--- config.mk ---
export PLATFORM = sky130hd
export DESIGN_NAME = arranque_carrera_n
export DESIGN_NICKNAME = d
export VERILOG_FILES = /design/src/rtl/arranque_carrera_n.sv
export SDC_FILE = /design/constraint.sdc
export NUM_CORES = 1
export LEC_CHECK = 0
export BUFFER_PORTS_ARGS = -buffer_cell sky130_fd_sc_hd__buf_2
export CAP_MARGIN = 20
export CORE_UTILIZATION = 49
export DETAILED_ROUTE_END_ITERATION = 12
export PLACE_DENSITY = 0.71
export RECOVER_POWER = 25
export SLEW_MARGIN = 10
export SYNTH_ARGS = -nofsm -noshare
export SYNTH_HDL_FRONTEND = slang
export SYNTH_SLANG_ARGS = --single-unit
--- constraint.sdc ---
create_clock -name clk -period 1.93 [get_ports clk]
set_input_delay 0.386 -clock clk [delete_from_list [all_inputs] [get_ports clk]]
set_output_delay 0.386 -clock clk [all_outputs]
set_load 0.1 [all_outputs]
--- src/rtl/arranque_carrera_n.sv ---
// Race-start sequencer: walks the starter lamps through PUESTOS/LISTOS/YA, sounds the horn on a
// false start, latches the offending lanes and optionally retries until too many false starts.
module arranque_carrera_n #(
   parameter int N_CARRILES     = 4,
   parameter int CNT_W          = 16,
   parameter int T_PUESTOS      = 4,
   parameter int T_LISTOS       = 6,
   parameter int T_YA           = 2,
   parameter int T_BOCINA       = 3,
   parameter int MAX_FALSAS     = 2,
   parameter int AUTO_REINTENTO = 0
) (
   input  logic                                clk,
   input  logic                                reset,
   input  logic                                inicio,
   input  logic [N_CARRILES-1:0]               falsa,
   input  logic [N_CARRILES-1:0]               habilitado,
   output logic                                A,
   output logic                                L,
   output logic                                Y,
   output logic                                B,
   output logic [2:0]                          estado,
   output logic [N_CARRILES-1:0]               carril_falso,
   output logic [$clog2(MAX_FALSAS+1)-1:0]     num_falsas,
   output logic                                valida,
   output logic                                abortada
);

   localparam int NF_W = $clog2(MAX_FALSAS + 1);

   localparam logic [2:0] REPOSO  = 3'd0;
   localparam logic [2:0] PUESTOS = 3'd1;
   localparam logic [2:0] LISTOS  = 3'd2;
   localparam logic [2:0] YA      = 3'd3;
   localparam logic [2:0] BOCINA  = 3'd4;

   localparam logic [CNT_W-1:0] CARGA_PUESTOS = CNT_W'(T_PUESTOS - 1);
   localparam logic [CNT_W-1:0] CARGA_LISTOS  = CNT_W'(T_LISTOS - 1);
   localparam logic [CNT_W-1:0] CARGA_YA      = CNT_W'(T_YA - 1);
   localparam logic [CNT_W-1:0] CARGA_BOCINA  = CNT_W'(T_BOCINA - 1);
   localparam logic [CNT_W-1:0] TIMER_UNO     = CNT_W'(1);
   localparam logic [NF_W-1:0]  NF_MAX        = NF_W'(MAX_FALSAS);
   localparam logic [NF_W-1:0]  NF_UNO        = NF_W'(1);

   logic [2:0]            estado_q,  estado_d;
   logic [CNT_W-1:0]      timer_q,   timer_d;
   logic [N_CARRILES-1:0] carril_q,  carril_d;
   logic [NF_W-1:0]       nf_q,      nf_d;
   logic                  abort_q,   abort_d;
   logic                  valida_q,  valida_d;
   logic [3:0]            lamps_q,   lamps_d;

   logic [N_CARRILES-1:0] f;
   logic                  hay_falsa;
   logic                  timer_cero;

   // Per-lane qualification: a disabled lane can never trigger a false start.
   generate
      for (genvar gi = 0; gi < N_CARRILES; gi++) begin : g_carril
         assign f[gi] = falsa[gi] & habilitado[gi];
      end
   endgenerate

   assign hay_falsa  = |f;
   assign timer_cero = (timer_q == '0);

   always_comb begin
      estado_d = estado_q;
      timer_d  = timer_cero ? timer_q : (timer_q - TIMER_UNO);
      carril_d = carril_q;
      nf_d     = nf_q;
      abort_d  = abort_q;

      case (estado_q)
         REPOSO: begin
            if (inicio) begin
               estado_d = PUESTOS;
               timer_d  = CARGA_PUESTOS;
               carril_d = '0;
               nf_d     = '0;
               abort_d  = 1'b0;
            end
         end
         PUESTOS, LISTOS: begin
            // A false start wins over timer expiry in the same cycle.
            if (hay_falsa) begin
               estado_d = BOCINA;
               timer_d  = CARGA_BOCINA;
               carril_d = carril_q | f;
               nf_d     = (nf_q == NF_MAX) ? nf_q : (nf_q + NF_UNO);
            end else if (timer_cero) begin
               if (estado_q == PUESTOS) begin
                  estado_d = LISTOS;
                  timer_d  = CARGA_LISTOS;
               end else begin
                  estado_d = YA;
                  timer_d  = CARGA_YA;
               end
            end
         end
         YA: begin
            if (timer_cero) begin
               estado_d = REPOSO;
            end
         end
         BOCINA: begin
            if (timer_cero) begin
               if (AUTO_REINTENTO != 0 && nf_q < NF_MAX) begin
                  estado_d = PUESTOS;
                  timer_d  = CARGA_PUESTOS;
               end else begin
                  estado_d = REPOSO;
                  if (AUTO_REINTENTO != 0) begin
                     abort_d = 1'b1;
                  end
               end
            end
         end
         default: begin
            estado_d = REPOSO;
            timer_d  = '0;
         end
      endcase
   end

   // Registered lamp and valida outputs track the next state so they line up with estado.
   always_comb begin
      lamps_d  = 4'b0000;
      case (estado_d)
         PUESTOS: lamps_d = 4'b1000;
         LISTOS:  lamps_d = 4'b0100;
         YA:      lamps_d = 4'b0010;
         BOCINA:  lamps_d = 4'b0001;
         default: lamps_d = 4'b0000;
      endcase
      valida_d = (estado_d == YA) && (estado_q != YA);
   end

   always_ff @(posedge clk) begin
      if (reset) begin
         estado_q <= REPOSO;
         timer_q  <= '0;
         carril_q <= '0;
         nf_q     <= '0;
         abort_q  <= 1'b0;
         valida_q <= 1'b0;
         lamps_q  <= 4'b0000;
      end else begin
         estado_q <= estado_d;
         timer_q  <= timer_d;
         carril_q <= carril_d;
         nf_q     <= nf_d;
         abort_q  <= abort_d;
         valida_q <= valida_d;
         lamps_q  <= lamps_d;
      end
   end

   assign A            = lamps_q[3];
   assign L            = lamps_q[2];
   assign Y            = lamps_q[1];
   assign B            = lamps_q[0];
   assign estado       = estado_q;
   assign carril_falso = carril_q;
   assign num_falsas   = nf_q;
   assign valida       = valida_q;
   assign abortada     = abort_q;

endmodule

==> results.sh, run 1 <==
export IMPL_outcome="complete, no violations"
export IMPL_grt_max_degree=16
export IMPL_max_stage_delay_ns=0.56
export IMPL_holdPathStages=2
export IMPL_hold_buffers=0
export IMPL_syn_area_um2=1521
export IMPL_root_buffer="clkbuf_4"
export IMPL_skew_ns=0.01375
export IMPL_chipWidth_um=57.72
export IMPL_fmax_mhz=523.0
export IMPL_diodes=0
export IMPL_drv_cap=0
export IMPL_cts_tree="yes"
export IMPL_drive_above_1_share_pct=34.39
export IMPL_final_cells=252
export IMPL_synth_edf_count=0
export IMPL_dp_hpwl_um=2734
export IMPL_finish_net_count=234
export IMPL_wl_per_cell_um=15.33
export IMPL_initialDrtViolationCount=79
export IMPL_crit_fanout=4
export IMPL_globalRoute_totalOverflow=0
export IMPL_finalCritPeriodShare_pct=99.07
export IMPL_grt_use_met1_pct=27.96
export IMPL_port_buffers=24
export IMPL_synth_cell_type_count=42
export IMPL_firstDrtPassIters=4
export IMPL_cp_cell_sequence="or4_4, or4b_4, nor4_4, xnor2_1, nor2_1"
export IMPL_path_class="reg2reg"
export IMPL_vias=1488
export IMPL_cts_buffers_inserted=5
export IMPL_syn_num_nets=193
export IMPL_endpoint_kind="flip-flop"
export IMPL_grt_util_met3_pct=6.696
export IMPL_slew_limit_headroom_pct=64.01
export IMPL_viasPerCell=5.905
export IMPL_arrival_ns=2.14
export IMPL_synth_warnings=0
export IMPL_ys_ff_latch=30
export IMPL_grt_util_met2_pct=44.68
export IMPL_crit_slowest_cell="or4_4"
export IMPL_hold_start="reset"
export IMPL_tightest_slew_ns=0.5421
export IMPL_gp_routability_congestion=0.8846
export IMPL_start_util_pct=53.33
export IMPL_r2r_cells=5
export IMPL_hold_class="in2reg"
export IMPL_wl_um=3864
export IMPL_synthCells=179
export IMPL_fin_crit_ns=1.912
export IMPL_preCtsSetupSlack_ns=-0.1158
export IMPL_busiest_layer="met2"
export IMPL_post_route_util_pct=69.47
export IMPL_grt_pass1_wl_um=6354
export IMPL_crit_family="simple AND/OR/NAND/NOR gates"
export IMPL_grt_pass1_vias=1424
export IMPL_area_growth_pct=30.26
export IMPL_setup_violations=0
export IMPL_htreeDepth=2
export IMPL_rr_endpoint="timer_q[15]"
export IMPL_clk_latency_ns=0.33
export IMPL_route_detailed_drc=0
export IMPL_boundaryPins=26
export IMPL_rows=19
export IMPL_hold_end="num_falsas[1]"
export IMPL_core_area_um2=2853
export IMPL_critPathLaunchType="flip-flop"
export IMPL_rsz0062_at_grt="true"
export IMPL_clock_path_buffers=2
export IMPL_cts_sinks=30
export IMPL_cp_data_required_time_ns=2.16
export IMPL_clkTransAtPathRegs_ns=0.10
export IMPL_avgSynthCellArea_um2=8.500
export IMPL_synth_ff_type="dfxtp_1"
export IMPL_ys_seq_area_share_pct=39.47
export IMPL_dpl_cell_count=242
export IMPL_fillers=241
export IMPL_antenna_found_initial=0
export IMPL_fin_ws_ns=0.01797
export IMPL_die_h_um=57.72
export IMPL_r2r_start="timer_q[1]"
export IMPL_crit_buf_inv=0
export IMPL_slew_violations=0
export IMPL_grtUsageTotal_pct=24.79
export IMPL_ant_nets=0
export IMPL_dieArea_um2=3332
export IMPL_r2r_slack_ns=0.02
export IMPL_async_flop_share_pct=0
export IMPL_hold_viol_final=0
## layer usage
metal | part of all wire [%] | vias up
met2 | 52 | 44
met5 | 0 | -
li1 | - | 735
met1 | 42 | 705
met3 | 4.2 | 4
met4 | 0.93 | 0
## per-stage QoR
step / instance area [um2] / hold slack, ns / setup TNS [ns]
after global routing: 1982 / 0.3059 / -0.08360
after global placement: 1762 / 0.4441 / -0.007243
final: 1982 / 0.3044 / 0
after detailed placement: 1762 / 0.4581 / -1.534
after CTS: 1918 / 0.2967 / 0
after floorplan: 1530 / 0.4477 / 0
## sequential cells by signal (all words and copies together), names as in the netlist
name and flops:
carril_falso 4, timer_q 16, lamps_q 4, num_falsas 2
estado 3, valida 1
## placed cells by master, fill, tap and decap left out, drive strengths merged, types with 8 or more instances in the layout
cell / instances
nor4: 9
dfxtp: 30
buf: 29
xnor2: 11
nor2: 29
inv: 8
clkbuf: 15
o21ai: 8
a21oi: 8
## synth_stat cells, types with 2 or more instances
cell / number / area [um2]
a21oi_1: 8 / 40.04
nor2_1: 28 / 105.1
dfxtp_1: 30 / 600.6
nor3_1: 7 / 35.03
nand3_1: 5 / 25.02
ha_1: 3 / 37.54
or3_1: 2 / 12.51
nor4_1: 6 / 37.54
a221oi_1: 2 / 17.52
buf_2: 2 / 10.01
or2_2: 2 / 12.51
a31oi_1: 5 / 31.28
inv_1: 7 / 26.28
or4_4: 2 / 22.52
o211ai_1: 2 / 15.01
xnor2_1: 11 / 96.34
nor2b_1: 3 / 18.77
a211oi_1: 4 / 30.03
a22oi_1: 2 / 15.01
o31ai_1: 3 / 22.52
o21ai_0: 8 / 40.04
clkbuf_1: 2 / 7.510
nand2b_1: 5 / 31.28
nand2_1: 7 / 26.28
xor2_1: 2 / 17.52
a21o_1: 3 / 22.52
and4_1: 2 / 17.52
nor4_2: 2 / 25.02
## layout make-up
cell class | count | area [um2] | area share, %
timing repair buffer | 38 | 225.2 | 11.36
clock inverter | 2 | 60.06 | 3.030
tap | 31 | 38.79 | 1.957
multi-input combinational | 137 | 964.7 | 48.67
sequential | 30 | 611.8 | 30.87
clock buffer | 6 | 51.30 | 2.588
inverter | 8 | 30.03 | 1.515
## worst register-to-register path: cells and delay by family, from the launching register on
family | cells | cell delay (ns)
AND/OR/NAND/NOR | 4 | 1.32
flip-flops | 1 | 0.34
XOR/XNOR | 1 | 0.14
## how the worst max path moves through the flow
stage,cells after the start,endpoint,startpoint,slack [ns]
after floorplan,7,lamps_q[2],timer_q[1],0.03
after global placement,7,lamps_q[2],timer_q[1],-0.007
after global routing,5,timer_q[15],timer_q[1],-0.07
after detailed placement,8,timer_q[14],timer_q[1],-0.12
final,5,timer_q[15],timer_q[1],0.02
after CTS,7,lamps_q[2],timer_q[1],0.006
## logic make-up (layout without fill, tap and decap cells)
group,count (synthesis),after routing,synth area share [%]
simple gates,79,80,29.61
buf+inv,13,54,3.619
flops,30,30,39.47
other cells,1,1,0.2465
xor+xnor,13,13,7.484
compound gates,40,40,17.11
fa+ha+maj,3,3,2.467
## timing repair
action / CTS / global route
pin swaps: 2 / 3
setup endpoints to repair: 17 / 21
cloned: 1 / 0
resized for setup: 9 / 12
buffers inserted: 0 / 1
Power of run 1 is left out: the tool's default activity adds up to more than one toggle a clock period on the data nets, which glitch-free logic cannot reach.
==> run 2: changes to the inputs <==
SETUP_SLACK_MARGIN = 0.02   (was not set)
==> run 2 against run 1 <==
  * Register-to-register slack about the same
  * First-iteration DRC count fell by 2.5%
  * Highest routed layer unchanged
  * Sequential share of layout area shrank 0.25 points
  * Critical path depth is the same
  * Worst hold slack is essentially flat
  * Clock skew is essentially flat
  * Routed wire length grew 1.4%
  * Global-route usage is the same
  * Maximum frequency barely moved
  * Utilization rose by 0.57 points
==> results.sh, run 2 (synthesis gave the netlist of run 1 again) <==
export IMPL_outcome="complete, no violations"
export IMPL_dp_hpwl_um=2734
export IMPL_tightest_slew_ns=0.5420
export IMPL_drive_above_1_share_pct=34.68
export IMPL_vias=1485
export IMPL_hold_class="in2reg"
export IMPL_regMostFlops="timer_q"
export IMPL_finish_net_count=235
export IMPL_grt_pass1_wl_um=6361
export IMPL_slew_limit_headroom_pct=64.02
export IMPL_layout_common_cells="28 x nor2_1, 23 x dfxtp_1, 15 x buf_4"
export IMPL_root_buffer="clkbuf_4"
export IMPL_finalCritPeriodShare_pct=99.06
export IMPL_arrival_ns=2.14
export IMPL_start_util_pct=53.33
export IMPL_ant_nets=0
export IMPL_firstDrtPassIters=4
export IMPL_area_growth_pct=31.33
export IMPL_cts_tree="yes"
export IMPL_setup_violations=0
export IMPL_port_buffers=24
export IMPL_diodes=0
export IMPL_hold_buffers=0
export IMPL_route_detailed_drc=0
export IMPL_globalRoute_totalOverflow=0
export IMPL_rsz0062_at_grt="true"
export IMPL_crit_fanout=4
export IMPL_critPathLaunchType="flip-flop"
export IMPL_endpoint_kind="flip-flop"
export IMPL_die_h_um=57.72
export IMPL_rows=19
export IMPL_wl_per_cell_um=15.49
export IMPL_largest_reg_flops=16
export IMPL_viasPerCell=5.870
export IMPL_grt_max_degree=16
export IMPL_wl_um=3919
export IMPL_boundaryPins=26
export IMPL_antenna_found_initial=0
export IMPL_htreeDepth=2
export IMPL_clkTransAtPathRegs_ns=0.10
export IMPL_fin_ws_ns=0.01807
export IMPL_hold_viol_final=0
export IMPL_preCtsSetupSlack_ns=-0.1158
export IMPL_cts_sinks=30
export IMPL_core_area_um2=2853
export IMPL_initialDrtViolationCount=77
export IMPL_clk_latency_ns=0.33
export IMPL_fmax_mhz=523.0
export IMPL_clock_path_buffers=2
export IMPL_fin_crit_ns=1.912
export IMPL_grt_pass1_vias=1422
export IMPL_cts_buffers_inserted=5
export IMPL_final_common_cell="nor2_1"
export IMPL_chipWidth_um=57.72
export IMPL_r2r_slack_ns=0.02
export IMPL_gp_routability_congestion=0.8846
export IMPL_drv_cap=0
export IMPL_slew_violations=0
export IMPL_dieArea_um2=3332
export IMPL_skew_ns=0.01355
export IMPL_grtUsageTotal_pct=24.79
export IMPL_cp_data_required_time_ns=2.16
export IMPL_path_class="reg2reg"
## run 2: worst paths after layout
path,startpoint,to,cells after the start
max reg2reg,timer_q[1],timer_q[15],5
min reg2reg,num_falsas[1],num_falsas[1],2
max,timer_q[1],timer_q[15],5
min,habilitado[1],carril_falso[1],3
## run 2: layout make-up
cell class,instances,area [um2]
clock buffer,6,51.30
clock inverter,2,60.06
fill,241,854.6
inverter,8,30.03
multi-input combinational,137,973.4
sequential,30,611.8
tap,31,38.79
timing repair buffer,39,232.7
## run 2: timing repair
action                     CTS  global route
gates resized for setup     10            12
gates cloned                 1             0
setup endpoints to repair   18            21
buffers inserted             0             2
pin swaps                    3             4
## run 2: worst max-delay path, stage by stage (launching register included)
cell and delay [ns]:
dfxtp_2 0.34, or4_4 0.56, or4b_4 0.54, nor4_4 0.18
xnor2_1 0.14, nor2_1 0.05
## run 2: metal layers
layer / vias up / routed length, um / GRT usage [%]
met5: - / 0 / 0
met4: 0 / 35 / 9.184
met3: 4 / 180 / 6.696
met2: 43 / 2057 / 44.68
met1: 707 / 1645 / 27.96
li1: 731 / - / -
## run 2: stage by stage
step | setup TNS [ns] | util, % | cells | cell area, um2 | hold slack [ns]
2_1_floorplan | 0 | - | 179 | 1530 | 0.4477
5_1_grt | -0.1020 | 70.04 | 253 | 1998 | 0.3059
3_3_place_gp | -0.007243 | 61.75 | 242 | 1762 | 0.4441
3_5_place_dp | -1.534 | 61.75 | 242 | 1762 | 0.4581
4_1_cts | 0 | 67.41 | 251 | 1923 | 0.2967
6_report | 0 | 70.04 | 253 | 1998 | 0.3044
Power of run 2 is left out for the same reason.
==> run 3: changes to the inputs <==
SETUP_SLACK_MARGIN = 0.05   (was 0.02)
==> run 3 against run 2 <==
  * Setup slack better by 0.0037 ns
  * Maximum frequency is 0.20% higher
  * Routed wire length is 5.4% lower
  * Critical path type unchanged
  * Utilization is 0.96 points higher
  * Worst hold slack worse by 0.0019 ns
  * Count of clock-buffer cells in the layout is 1 lower
  * Register-to-register slack hardly changed
  * Clock skew is 0.010 ns lower
  * Final area is 1.4% higher
==> results.sh, run 3 (synthesis gave the netlist of run 1 again) <==
export IMPL_endpoint_kind="flip-flop"
export IMPL_grtUsageTotal_pct=24.19
export IMPL_die_h_um=57.72
export IMPL_crit_fanout=3
export IMPL_wl_per_cell_um=14.38
export IMPL_holdPathStages=2
export IMPL_final_common_cell="nor2_1"
export IMPL_critPathLaunch="timer_q[1]"
export IMPL_htreeDepth=2
export IMPL_clkTransAtPathRegs_ns=0.09
export IMPL_ant_nets=0
export IMPL_drive_above_1_share_pct=36.56
export IMPL_diodes=0
export IMPL_r2r_cells=5
export IMPL_wl_um=3709
export IMPL_critPathLaunchType="flip-flop"
export IMPL_crit_family="simple AND/OR/NAND/NOR gates"
export IMPL_area_growth_pct=33.14
export IMPL_arrival_ns=2.13
export IMPL_grt_max_degree=16
export IMPL_slew_violations=0
export IMPL_cts_buffers_inserted=5
export IMPL_crit_path_end="timer_q[15]"
export IMPL_dp_hpwl_um=2636
export IMPL_r2r_slack_ns=0.02
export IMPL_crit_buf_inv=0
export IMPL_dieArea_um2=3332
export IMPL_path_class="reg2reg"
export IMPL_grt_pass1_vias=1375
export IMPL_initialDrtViolationCount=66
export IMPL_cp_data_required_time_ns=2.16
export IMPL_port_buffers=24
export IMPL_regMostFlops="timer_q"
export IMPL_route_detailed_drc=0
export IMPL_max_stage_delay_ns=0.55
export IMPL_skew_ns=0.003510
export IMPL_cts_sinks=30
export IMPL_vias=1484
export IMPL_globalRoute_totalOverflow=0
export IMPL_hold_class="in2reg"
export IMPL_outcome="complete, no violations"
export IMPL_setup_violations=0
export IMPL_boundaryPins=26
export IMPL_grt_pass1_wl_um=6134
export IMPL_fin_crit_ns=1.908
export IMPL_rr_endpoint="timer_q[15]"
export IMPL_hold_viol_final=0
export IMPL_antenna_found_initial=0
export IMPL_place_area_um2=1797
export IMPL_chipWidth_um=57.72
export IMPL_finalCritPeriodShare_pct=98.87
export IMPL_firstDrtPassIters=4
export IMPL_clk_latency_ns=0.33
export IMPL_clock_path_buffers=2
export IMPL_core_area_um2=2853
export IMPL_fmax_mhz=524.1
export IMPL_cp_num_cells=5
export IMPL_gp_routability_congestion=0.9440
export IMPL_cp_cell_sequence="or4_4, or4b_4, nor4_4, xnor2_1, nor2_1"
export IMPL_hold_buffers=0
export IMPL_crit_slowest_cell="or4_4"
export IMPL_largest_reg_flops=16
export IMPL_finish_net_count=240
export IMPL_root_buffer="clkbuf_4"
export IMPL_viasPerCell=5.752
export IMPL_rsz0062_at_grt="true"
export IMPL_cts_tree="yes"
export IMPL_layout_common_cells="28 x nor2_1, 20 x dfxtp_1, 19 x buf_4"
export IMPL_r2r_start="timer_q[1]"
export IMPL_design_area_um2=2026
export IMPL_start_util_pct=53.33
export IMPL_slew_limit_headroom_pct=64.07
export IMPL_tightest_slew_ns=0.5412
export IMPL_rows=19
export IMPL_drv_cap=0
==> run 3: changes by cell type in the layout (fill, tap and decap cells not counted), moves of 2 or more <==
cell	change
dfxtp_2	+2
clkbuf_2	-4
buf_4	+4
buf_2	+4
dfxtp_1	-3
==> run 3: worst min path at each step <==
stage | from | end | slack, ns
floorplan | reset | num_falsas[0] | 0.45
global placement | num_falsas[1] | num_falsas[1] | 0.45
detailed placement | num_falsas[1] | num_falsas[1] | 0.46
CTS | reset | num_falsas[0] | 0.29
global route | reset | num_falsas[0] | 0.30
finish | reset | num_falsas[1] | 0.30
==> run 3: cell type report <==
type / count / area [um2]
Timing Repair Buffer: 44 / 274.0
Clock buffer: 5 / 37.54
Clock inverter: 3 / 63.81
Multi-Input combinational cell: 137 / 963.4
Tap cell: 31 / 38.79
Fill cell: 250 / 827.0
Sequential cell: 30 / 618.1
Inverter: 8 / 30.03
==> run 3: per-stage QoR <==
step                      setup WS (ns)  utilization, %  instances  hold slack, ns  setup TNS (ns)
final                           0.02181           71.01        258          0.3026               0
after global routing           -0.05517           71.01        258          0.3046        -0.07034
after CTS                       0.02682           69.08        258          0.2883               0
after detailed placement       -0.04824           62.98        246          0.4593         -0.3337
after global placement         -0.01384           62.98        246          0.4473        -0.01603
after floorplan                 0.05889               -        179          0.4477               0
==> run 3: worst reg2reg max path, cell delays in order (launching register included) <==
cell,delay [ns]
dfxtp_2,0.34
or4_4,0.55
or4b_4,0.53
nor4_4,0.17
xnor2_1,0.15
nor2_1,0.06
==> run 3: routing by layer <==
layer / wire (um) / up-vias / track usage [%]
met5: 0 / - / 0
met4: 56 / 0 / 10.20
met3: 144 / 6 / 4.018
met2: 1974 / 36 / 43.52
met1: 1533 / 697 / 28.43
li1: - / 745 / -
==> run 3: repair_timing <==
item | 4_1_cts | 5_1_grt
pin swaps | 3 | 8
buffers inserted | 3 | 0
cloned | 1 | 0
setup endpoints to repair | 18 | 18
resized for setup | 9 | 15
hold endpoints to repair | 0 | 0
Power of run 3 is left out for the same reason.
